File: src/rtl/sd_block_scheduler.sv
//============================================================================
// Module  : sd_block_scheduler
// Purpose : Arbitrates USB-side block write/read requests onto a single SD
//           block interface over a circular region of NUM_BLKS blocks.
// Option  : SD_SCHED_TIMEOUT_EN adds a per-block watchdog and an ERR state.
// Rev     : 1.0  initial release
//============================================================================
`default_nettype none

module sd_block_scheduler #(
   parameter int NUM_BLKS    = 1024,
   parameter int ADDR_W      = 16,
   parameter int BASE_BLK    = 0,
   parameter int TIMEOUT_CYC = 1000000
) (
   input  logic              clk,
   input  logic              rst,
   input  logic              spi_init_done,
   input  logic              wr_req,
   input  logic              rd_req,
   input  logic              write_done,
   input  logic              read_done,
   input  logic              err_clr,
   output logic              sd_write,
   output logic              sd_read,
   output logic [ADDR_W-1:0] blk_addr,
   output logic              wr_gnt,
   output logic              rd_gnt,
   output logic              wr_ack,
   output logic              rd_ack,
   output logic [ADDR_W-1:0] blk_count,
   output logic              full,
   output logic              empty,
   output logic              busy,
   output logic              timeout_err
);

   localparam logic [2:0] c_IDLE     = 3'd0;
   localparam logic [2:0] c_ISSUE_WR = 3'd1;
   localparam logic [2:0] c_WAIT_WR  = 3'd2;
   localparam logic [2:0] c_ISSUE_RD = 3'd3;
   localparam logic [2:0] c_WAIT_RD  = 3'd4;
   localparam logic [2:0] c_ACK      = 3'd5;
   localparam logic [2:0] c_ERR      = 3'd6;

   localparam logic [ADDR_W-1:0] c_NUM  = ADDR_W'(NUM_BLKS);
   localparam logic [ADDR_W-1:0] c_LAST = ADDR_W'(NUM_BLKS - 1);
   localparam logic [ADDR_W-1:0] c_BASE = ADDR_W'(BASE_BLK);

   logic [2:0]        state_q, state_d;
   logic [ADDR_W-1:0] wr_ptr_q, wr_ptr_d;
   logic [ADDR_W-1:0] rd_ptr_q, rd_ptr_d;
   logic [ADDR_W-1:0] count_q, count_d;
   logic [ADDR_W-1:0] addr_q, addr_d;
   logic              last_wr_q, last_wr_d;   // 1: last block served was a write
   logic              w_elig_wr, w_elig_rd;

`ifdef SD_SCHED_TIMEOUT_EN
   localparam int c_TMO_W = (TIMEOUT_CYC > 1) ? $clog2(TIMEOUT_CYC) : 1;
   localparam logic [c_TMO_W-1:0] c_TMO_LAST = c_TMO_W'(TIMEOUT_CYC - 1);

   logic [c_TMO_W-1:0] tmo_cnt_q, tmo_cnt_d;
   logic               tmo_err_q, tmo_err_d;
`else
   logic w_unused;
   assign w_unused = err_clr | (TIMEOUT_CYC == 0);
`endif

   assign w_elig_wr = wr_req & ~full;
   assign w_elig_rd = rd_req & ~empty;

   always_comb begin
      state_d   = state_q;
      wr_ptr_d  = wr_ptr_q;
      rd_ptr_d  = rd_ptr_q;
      count_d   = count_q;
      addr_d    = addr_q;
      last_wr_d = last_wr_q;
`ifdef SD_SCHED_TIMEOUT_EN
      tmo_cnt_d = tmo_cnt_q;
      tmo_err_d = tmo_err_q;
`endif
      case (state_q)
         c_IDLE: begin
            if (spi_init_done) begin
               // With both eligible, serve the opposite of whatever went last
               if (w_elig_wr && (!w_elig_rd || !last_wr_q)) begin
                  state_d = c_ISSUE_WR;
                  addr_d  = c_BASE + wr_ptr_q;
               end else if (w_elig_rd) begin
                  state_d = c_ISSUE_RD;
                  addr_d  = c_BASE + rd_ptr_q;
               end
            end
         end
         c_ISSUE_WR: begin
            state_d = c_WAIT_WR;
`ifdef SD_SCHED_TIMEOUT_EN
            tmo_cnt_d = '0;
`endif
         end
         c_ISSUE_RD: begin
            state_d = c_WAIT_RD;
`ifdef SD_SCHED_TIMEOUT_EN
            tmo_cnt_d = '0;
`endif
         end
         c_WAIT_WR: begin
            if (write_done) begin
               state_d   = c_ACK;
               wr_ptr_d  = (wr_ptr_q == c_LAST) ? '0 : wr_ptr_q + 1'b1;
               count_d   = count_q + 1'b1;
               last_wr_d = 1'b1;
            end
`ifdef SD_SCHED_TIMEOUT_EN
            else if (tmo_cnt_q == c_TMO_LAST) begin
               state_d   = c_ERR;
               tmo_err_d = 1'b1;
            end else begin
               tmo_cnt_d = tmo_cnt_q + 1'b1;
            end
`endif
         end
         c_WAIT_RD: begin
            if (read_done) begin
               state_d   = c_ACK;
               rd_ptr_d  = (rd_ptr_q == c_LAST) ? '0 : rd_ptr_q + 1'b1;
               count_d   = count_q - 1'b1;
               last_wr_d = 1'b0;
            end
`ifdef SD_SCHED_TIMEOUT_EN
            else if (tmo_cnt_q == c_TMO_LAST) begin
               state_d   = c_ERR;
               tmo_err_d = 1'b1;
            end else begin
               tmo_cnt_d = tmo_cnt_q + 1'b1;
            end
`endif
         end
         c_ACK: begin
            state_d = c_IDLE;
         end
         c_ERR: begin
`ifdef SD_SCHED_TIMEOUT_EN
            if (err_clr) begin
               state_d   = c_IDLE;
               tmo_err_d = 1'b0;
            end
`else
            state_d = c_IDLE;
`endif
         end
         default: begin
            state_d = c_IDLE;
         end
      endcase
   end

   always_ff @(posedge clk or posedge rst) begin
      if (rst) begin
         state_q   <= c_IDLE;
         wr_ptr_q  <= '0;
         rd_ptr_q  <= '0;
         count_q   <= '0;
         addr_q    <= c_BASE;
         last_wr_q <= 1'b0;
      end else begin
         state_q   <= state_d;
         wr_ptr_q  <= wr_ptr_d;
         rd_ptr_q  <= rd_ptr_d;
         count_q   <= count_d;
         addr_q    <= addr_d;
         last_wr_q <= last_wr_d;
      end
   end

`ifdef SD_SCHED_TIMEOUT_EN
   always_ff @(posedge clk or posedge rst) begin
      if (rst) begin
         tmo_cnt_q <= '0;
         tmo_err_q <= 1'b0;
      end else begin
         tmo_cnt_q <= tmo_cnt_d;
         tmo_err_q <= tmo_err_d;
      end
   end
   assign timeout_err = tmo_err_q;
`else
   assign timeout_err = 1'b0;
`endif

   assign sd_write  = (state_q == c_ISSUE_WR);
   assign sd_read   = (state_q == c_ISSUE_RD);
   assign wr_gnt    = (state_q == c_ISSUE_WR) || (state_q == c_WAIT_WR);
   assign rd_gnt    = (state_q == c_ISSUE_RD) || (state_q == c_WAIT_RD);
   assign wr_ack    = (state_q == c_ACK) &&  last_wr_q;
   assign rd_ack    = (state_q == c_ACK) && !last_wr_q;
   assign blk_addr  = addr_q;
   assign blk_count = count_q;
   assign full      = (count_q == c_NUM);
   assign empty     = (count_q == '0);
   assign busy      = (state_q != c_IDLE);

endmodule

`default_nettype wire

File: config.mk
export PLATFORM = sky130hd
export DESIGN_NAME = sd_block_scheduler
export DESIGN_NICKNAME = d
export VERILOG_FILES = /design/src/rtl/sd_block_scheduler.sv
export SDC_FILE = /design/constraint.sdc
export NUM_CORES = 1
export LEC_CHECK = 0
export CORE_MARGIN = 1.5
export CORE_UTILIZATION = 25
export CTS_CLUSTER_DIAMETER = 200
export DETAILED_ROUTE_END_ITERATION = 10
export PLACE_DENSITY = 0.43
export SYNTH_ARGS = -nofsm -noshare
export SYNTH_HDL_FRONTEND = slang
export SYNTH_SLANG_ARGS = --single-unit
File: constraint.sdc
create_clock -name clk -period 6.2 [get_ports clk]
set_input_delay 0.62 -clock clk [delete_from_list [all_inputs] [get_ports clk]]
set_output_delay 0.62 -clock clk [all_outputs]
set_load 0.02 [all_outputs]
==> results_dict.tcl, run 1 <==
set metrics [dict create \
    outcome "finished with violations" \
    violations "DRC" \
    fmax_mhz 312 \
    synthSimpleGateAreaFrac 0.246 \
    synth_cells 388 \
    clk_pin_slew_ps 60 \
    r2r-end "blk_count[12]" \
    worstSkewPairLatency_ps 330 \
    placed_cell_area_um2 4370 \
    syn_to_final_growth_pct 23.5 \
    synth.area.mux_share 0.0588 \
    r2r_start "state_q[2]" \
    post-route-min-period_ps 3200 \
    yosys-top-cells-area "dfrtp_1, xnor2_1, mux2i_1" \
    cts_root_buf "clkbuf_16" \
    grt_pass1_vias 2918 \
    swShare 0.401 \
    clockBufferDepth 2 \
    nets 439 \
    tightestPinTransition_ps 918 \
    cp.arrival_ps 3410 \
    cp-endpoint "blk_count[12]" \
    dpl_worst_slack_ps 3000 \
    drt-vias-per-instance 4.80 \
    portBuffers 47 \
    yosys_warnings 0 \
    clkPwrFrac 0.258 \
    synth_area_um2 3770 \
    r2r_setup_slack_ps 3000 \
    core_um2 14600 \
    synth_top_cell_by_area "dfrtp_1" \
    power.total_mw 1.85 \
    grt_first_pass_wirelength_um 15400 \
    synth_edf_count 0 \
    fin_cells 617 \
    htreeDepth 3 \
    cp_max_fo 19 \
    syn-mean-instance-area_um2 9.71 \
    tns_ps 0 \
    grt_use_total 0.121 \
    cp-startpoint "state_q[2]" \
    hold_violations 0 \
    ctsResizeCount 0 \
    antenna_found_initial 0 \
    drt-total-wl_um 9040 \
    synth-main-ff-cell "dfrtp_1" \
    internal_power_mw 1.11 \
    fill_cells 1520 \
    p_sw_mw 0.742 \
    multi_input_area_um2 1910 \
    powerDensity_nw_per_um2 397 \
    ys_seq_area_frac 0.452 \
    initial_core_util 0.257 \
    synth-xor-area-share 0.0953 \
    ys_types 56 \
    leakagePower_nw 1.93 \
    cts_setup_buffers 0 \
    rsz0062_at_grt "no" \
    min_path_type "reg -> reg" \
    drv_slew 0 \
    drc 2 \
    grt_overflow 0 \
    cts_buffers 9 \
    num_rows 44 \
    relSlewSlack 0.388 \
    drive_gt1_frac 0.0901 \
    holdWs_ps 481 \
    design.die.area_um2 15800 \
    ant_nets 0 \
    via_count 2960 \
    final_util 0.318 \
    cts_sinks 68 \
    gp_congestion 0.774 \
    hp-start "blk_addr[12]" \
    ios 50 \
    stdcell_area_um2 4650 \
    synth_fa_ha_area_frac 0.00997 \
    avgRoutedWirePerCell_um 14.6 \
    synthArstFlopShare 1.00 \
    n_antenna_cell 0 \
    die_w_um 126 \
    skew_ps 7.72 \
    crit_required_ps 6410 \
    dr.pass1.iters 9 \
    synth_top_family_by_area "simple AND/OR/NAND/NOR gates" \
    synth_compound_area_frac 0.0947 \
    synth-seq-cells 68 \
    path_class "reg -> reg" \
    seq_area_um2 1700 \
    cp-start-kind "flop" \
    die_h_um 126 \
    dp.cells 601 \
    grt_max_degree 69 \
    crit_path_end_kind "flop" \
    cts_tree "built" \
    min_period_over_period 0.516 \
    synth_top_area_frac 0.452 \
    p_seq_frac 0.385 \
    comb_power_share 0.358 \
    fin_ws_ps 3000 \
    setup_violations 0 \
    syn_nets 399 \
    dp_hpwl_um 6360 \
    drv_cap 0 \
    reg2reg_depth 8 \
    vdd_drop_max_mv 0.179 \
    cts_hold_buf 0 \
    drt_first_iter_violations 107 \
]
-- routing by layer --
layer | GRT usage | vias up | part of all wire
met3 | 0.0314 | 10 | 0.037
met4 | 0.0304 | 0 | 0.012
met5 | 0 | - | 0
met1 | 0.167 | 1416 | 0.50
met2 | 0.189 | 58 | 0.45
li1 | - | 1476 | -
-- registers in the layout, summed over array words and instances (netlist names) --
| signal | count |
|---|---|
| blk_addr | 16 |
| blk_count | 16 |
| rd_ptr_q | 16 |
| wr_ptr_q | 16 |
| state_q | 3 |
| last_wr_q | 1 |
-- worst min-delay path by stage --
stage / slack, ps / to / cells after the start
finish: 480 / blk_addr[12] / 2
global route: 510 / blk_addr[12] / 2
CTS: 490 / blk_addr[3] / 2
detailed placement: 480 / blk_addr[3] / 2
global placement: 460 / blk_addr[10] / 2
floorplan: 460 / wr_ptr_q[6] / 1
-- layout by cell type, fill, tap and decap left out, drive strengths merged, types with 3 or more instances in the layout --
cell type / synthesis / final
dfrtp: 68 / 68
nand2: 51 / 51
clkdlybuf4s50: 0 / 47
xnor2: 29 / 29
o21ai: 27 / 27
nor2: 24 / 24
mux2i: 21 / 21
nand3: 19 / 19
nand4: 15 / 15
nor3: 12 / 12
xor2: 12 / 12
a21oi: 11 / 11
and3: 10 / 10
clkbuf: 10 / 9
inv: 8 / 9
nor4: 9 / 9
clkinv: 0 / 5
buf: 12 / 4
or4: 4 / 4
nor2b: 3 / 3
a31oi: 3 / 3
or3: 3 / 3
ha: 3 / 3
and4: 3 / 3
-- layout make-up --
type / instances / area share
Clock buffer: 9 / 0.0484
Clock inverter: 7 / 0.0113
Inverter: 8 / 0.00646
Multi-Input combinational cell: 290 / 0.411
Sequential cell: 68 / 0.366
Tap cell: 184 / 0.0495
Timing Repair Buffer: 51 / 0.108
-- logic make-up (layout without fill, tap and decap cells) --
| kind of cell | after synthesis | in the layout |
|---|---|---|
| simple gates | 168 | 168 |
| flops | 68 | 68 |
| compound gates | 55 | 55 |
| xor+xnor | 41 | 41 |
| buf+inv | 30 | 75 |
| mux | 22 | 22 |
| fa+ha+maj | 3 | 3 |
| other cells | 1 | 1 |
-- cell usage after synthesis, types with 2 or more instances --
| library cell | instances |
|---|---|
| a211oi_1 | 2 |
| a21oi_1 | 11 |
| a2bb2oi_1 | 2 |
| a31oi_1 | 3 |
| and2_1 | 2 |
| and3_1 | 10 |
| and4_1 | 2 |
| buf_2 | 7 |
| buf_6 | 3 |
| clkbuf_1 | 10 |
| dfrtp_1 | 68 |
| ha_1 | 3 |
| inv_1 | 8 |
| mux2i_1 | 21 |
| nand2_1 | 51 |
| nand3_1 | 19 |
| nand3b_1 | 2 |
| nand4_1 | 14 |
| nand4bb_1 | 2 |
| nor2_1 | 24 |
| nor2b_1 | 3 |
| nor3_1 | 12 |
| nor4_1 | 5 |
| nor4_2 | 2 |
| nor4_4 | 2 |
| nor4b_1 | 2 |
| o21ai_0 | 17 |
| o21ai_1 | 5 |
| o21ai_2 | 5 |
| o22ai_1 | 2 |
| or3_1 | 3 |
| or4_1 | 3 |
| xnor2_1 | 29 |
| xor2_1 | 12 |
-- critical path: stages (launching register included) --
cell and delay, ps:
dfrtp_1 620, or3b_2 700, xnor2_1 210, ha_1 220, and3_1 210, or4bb_1 510, o32ai_1 340, nand2_1 120
xnor2_1 150
-- power groups by stage --
| stage | sequential, mW | clock (mW) | combinational [mW] |
|---|---|---|---|
| floorplan | 0.693 | 0 | 0.448 |
| global placement | 0.719 | 0 | 0.666 |
| detailed placement | 0.721 | 0 | 0.664 |
| CTS | 0.713 | 0.494 | 0.669 |
| global route | 0.741 | 0.516 | 0.726 |
| finish | 0.711 | 0.476 | 0.661 |
(Power assumes the default switching activity.)
==> inputs of run 2 (changes only) <==
==> constraint.sdc (replaced) <==
create_clock -name clk -period 3 [get_ports clk]
set_input_delay 0.3 -clock clk [delete_from_list [all_inputs] [get_ports clk]]
set_output_delay 0.3 -clock clk [all_outputs]
set_load 0.02 [all_outputs]
==> results_dict.tcl, run 2 (synthesis gave the netlist of run 1 again) <==
set metrics [dict create \
    ctsResizeCount 0 \
    final_cell_mix "dfrtp_1, nand2_1, clkdlybuf4s50_1" \
    cp-startpoint "state_q[1]" \
    drive_gt1_frac 0.110 \
    via_count 3041 \
    drt_first_iter_violations 137 \
    avgRoutedWirePerCell_um 14.9 \
    rsz0062_at_grt "no" \
    ant_nets 0 \
    cts_root_buf "clkbuf_16" \
    syn_to_final_growth_pct 26.3 \
    drc 2 \
    htreeDepth 3 \
    cp-start-kind "flop" \
    ios 50 \
    r2r-end "blk_count[12]" \
    design.die.area_um2 15800 \
    portBuffers 47 \
    hold_violations 0 \
    cts_sinks 68 \
    fin_cells 628 \
    grt_overflow 0 \
    post-route-min-period_ps 2710 \
    die_w_um 126 \
    min_period_over_period 0.903 \
    initial_core_util 0.257 \
    grt_pass1_vias 3032 \
    n_antenna_cell 0 \
    dp.cells 613 \
    final_util 0.325 \
    dr.pass1.iters 9 \
    gp_congestion 0.787 \
    tns_ps 0 \
    drv_slew 0 \
    cts_buffers 9 \
    cts_setup_buffers 0 \
    skew_ps 3.41 \
    setup_violations 0 \
    clk_pin_slew_ps 60 \
    tightestPinTransition_ps 714 \
    worstSkewPairLatency_ps 330 \
    drt-vias-per-instance 4.84 \
    nets 451 \
    core_um2 14600 \
    dp_hpwl_um 6710 \
    drt-total-wl_um 9370 \
    grt_first_pass_wirelength_um 15700 \
    violations "DRC" \
    final_common_cell "dfrtp_1" \
    cp.arrival_ps 2920 \
    r2r_setup_slack_ps 290 \
    clockBufferDepth 2 \
    fill_cells 1540 \
    crit_path_top_delay_cell "or3b_2" \
    reg2reg_depth 8 \
    r2r_start "state_q[1]" \
    grt_use_total 0.125 \
    crit_path_end_kind "flop" \
    antenna_found_initial 0 \
    outcome "finished with violations" \
    cp_cell_sequence "or3b_2 > xnor2_1 > ha_1 > and3_1 > or4bb_1 > o32ai_1 > nand2_1 > xnor2_1" \
    cp_max_fo 4 \
    path_class "reg -> reg" \
    cts_tree "built" \
    crit_required_ps 3210 \
    vdd_drop_max_mv 0.372 \
    min_path_type "in -> async" \
    cts_hold_buf 0 \
    cp_slowest_stage_delay_ps 510 \
    num_rows 44 \
    grt_max_degree 34 \
    die_h_um 126 \
    powerDensity_nw_per_um2 838 \
    relSlewSlack 0.523 \
    fmax_mhz 369 \
    cp_common_cell "xnor2_1" \
    leakagePower_nw 1.99 \
    drv_cap 0 \
]
[run 2: power breakdown]
group / internal [mW] / total (mW) / switching, mW
logic: 0.689 / 1.55 / 0.862
clock network: 0.660 / 1.06 / 0.403
registers: 1.10 / 1.37 / 0.276
[run 2: layout make-up]
type / count / area, um2 / share of cell area
multi-input combinational: 290 / 1910 / 0.402
sequential: 68 / 1700 / 0.358
timing repair buffer: 63 / 591 / 0.124
clock buffer: 11 / 243 / 0.0510
tap: 184 / 230 / 0.0484
clock inverter: 4 / 50.0 / 0.0105
inverter: 8 / 30.0 / 0.00631
[run 2: how the worst max path moves through the flow]
stage | end | slack (ps) | cells past startpoint
6_report | blk_count[12] | 290 | 8
5_1_grt | blk_count[12] | 170 | 8
4_1_cts | blk_count[12] | 280 | 8
3_5_place_dp | blk_count[12] | 300 | 8
3_3_place_gp | blk_count[12] | 280 | 8
2_1_floorplan | blk_count[12] | 50 | 11
[run 2: worst max-delay path, delay by kind of cell, from the launching register on]
kind,cells,cell delay [ps]
simple gates,4,1340
flops,1,370
compound gates,1,350
xor+xnor,2,310
fa+ha+maj,1,220
[run 2: routing by layer]
metal  track usage  vias to the layer above  wire length (um)
met5             0                        -                 0
met4        0.0365                        0                86
met3        0.0272                        7               333
met2         0.202                       67              4310
met1         0.168                     1482              4640
li1              -                     1485                 -
[run 2: metrics by stage]
stage	cell area (um2)	worst slack, ps	total power, mW	hold slack [ps]
floorplan	3770	49.0	2.36	412
global placement	4460	281	2.95	464
detailed placement	4460	302	2.95	471
CTS	4760	281	4.04	452
global route	4760	170	4.24	489
finish	4760	292	3.99	412
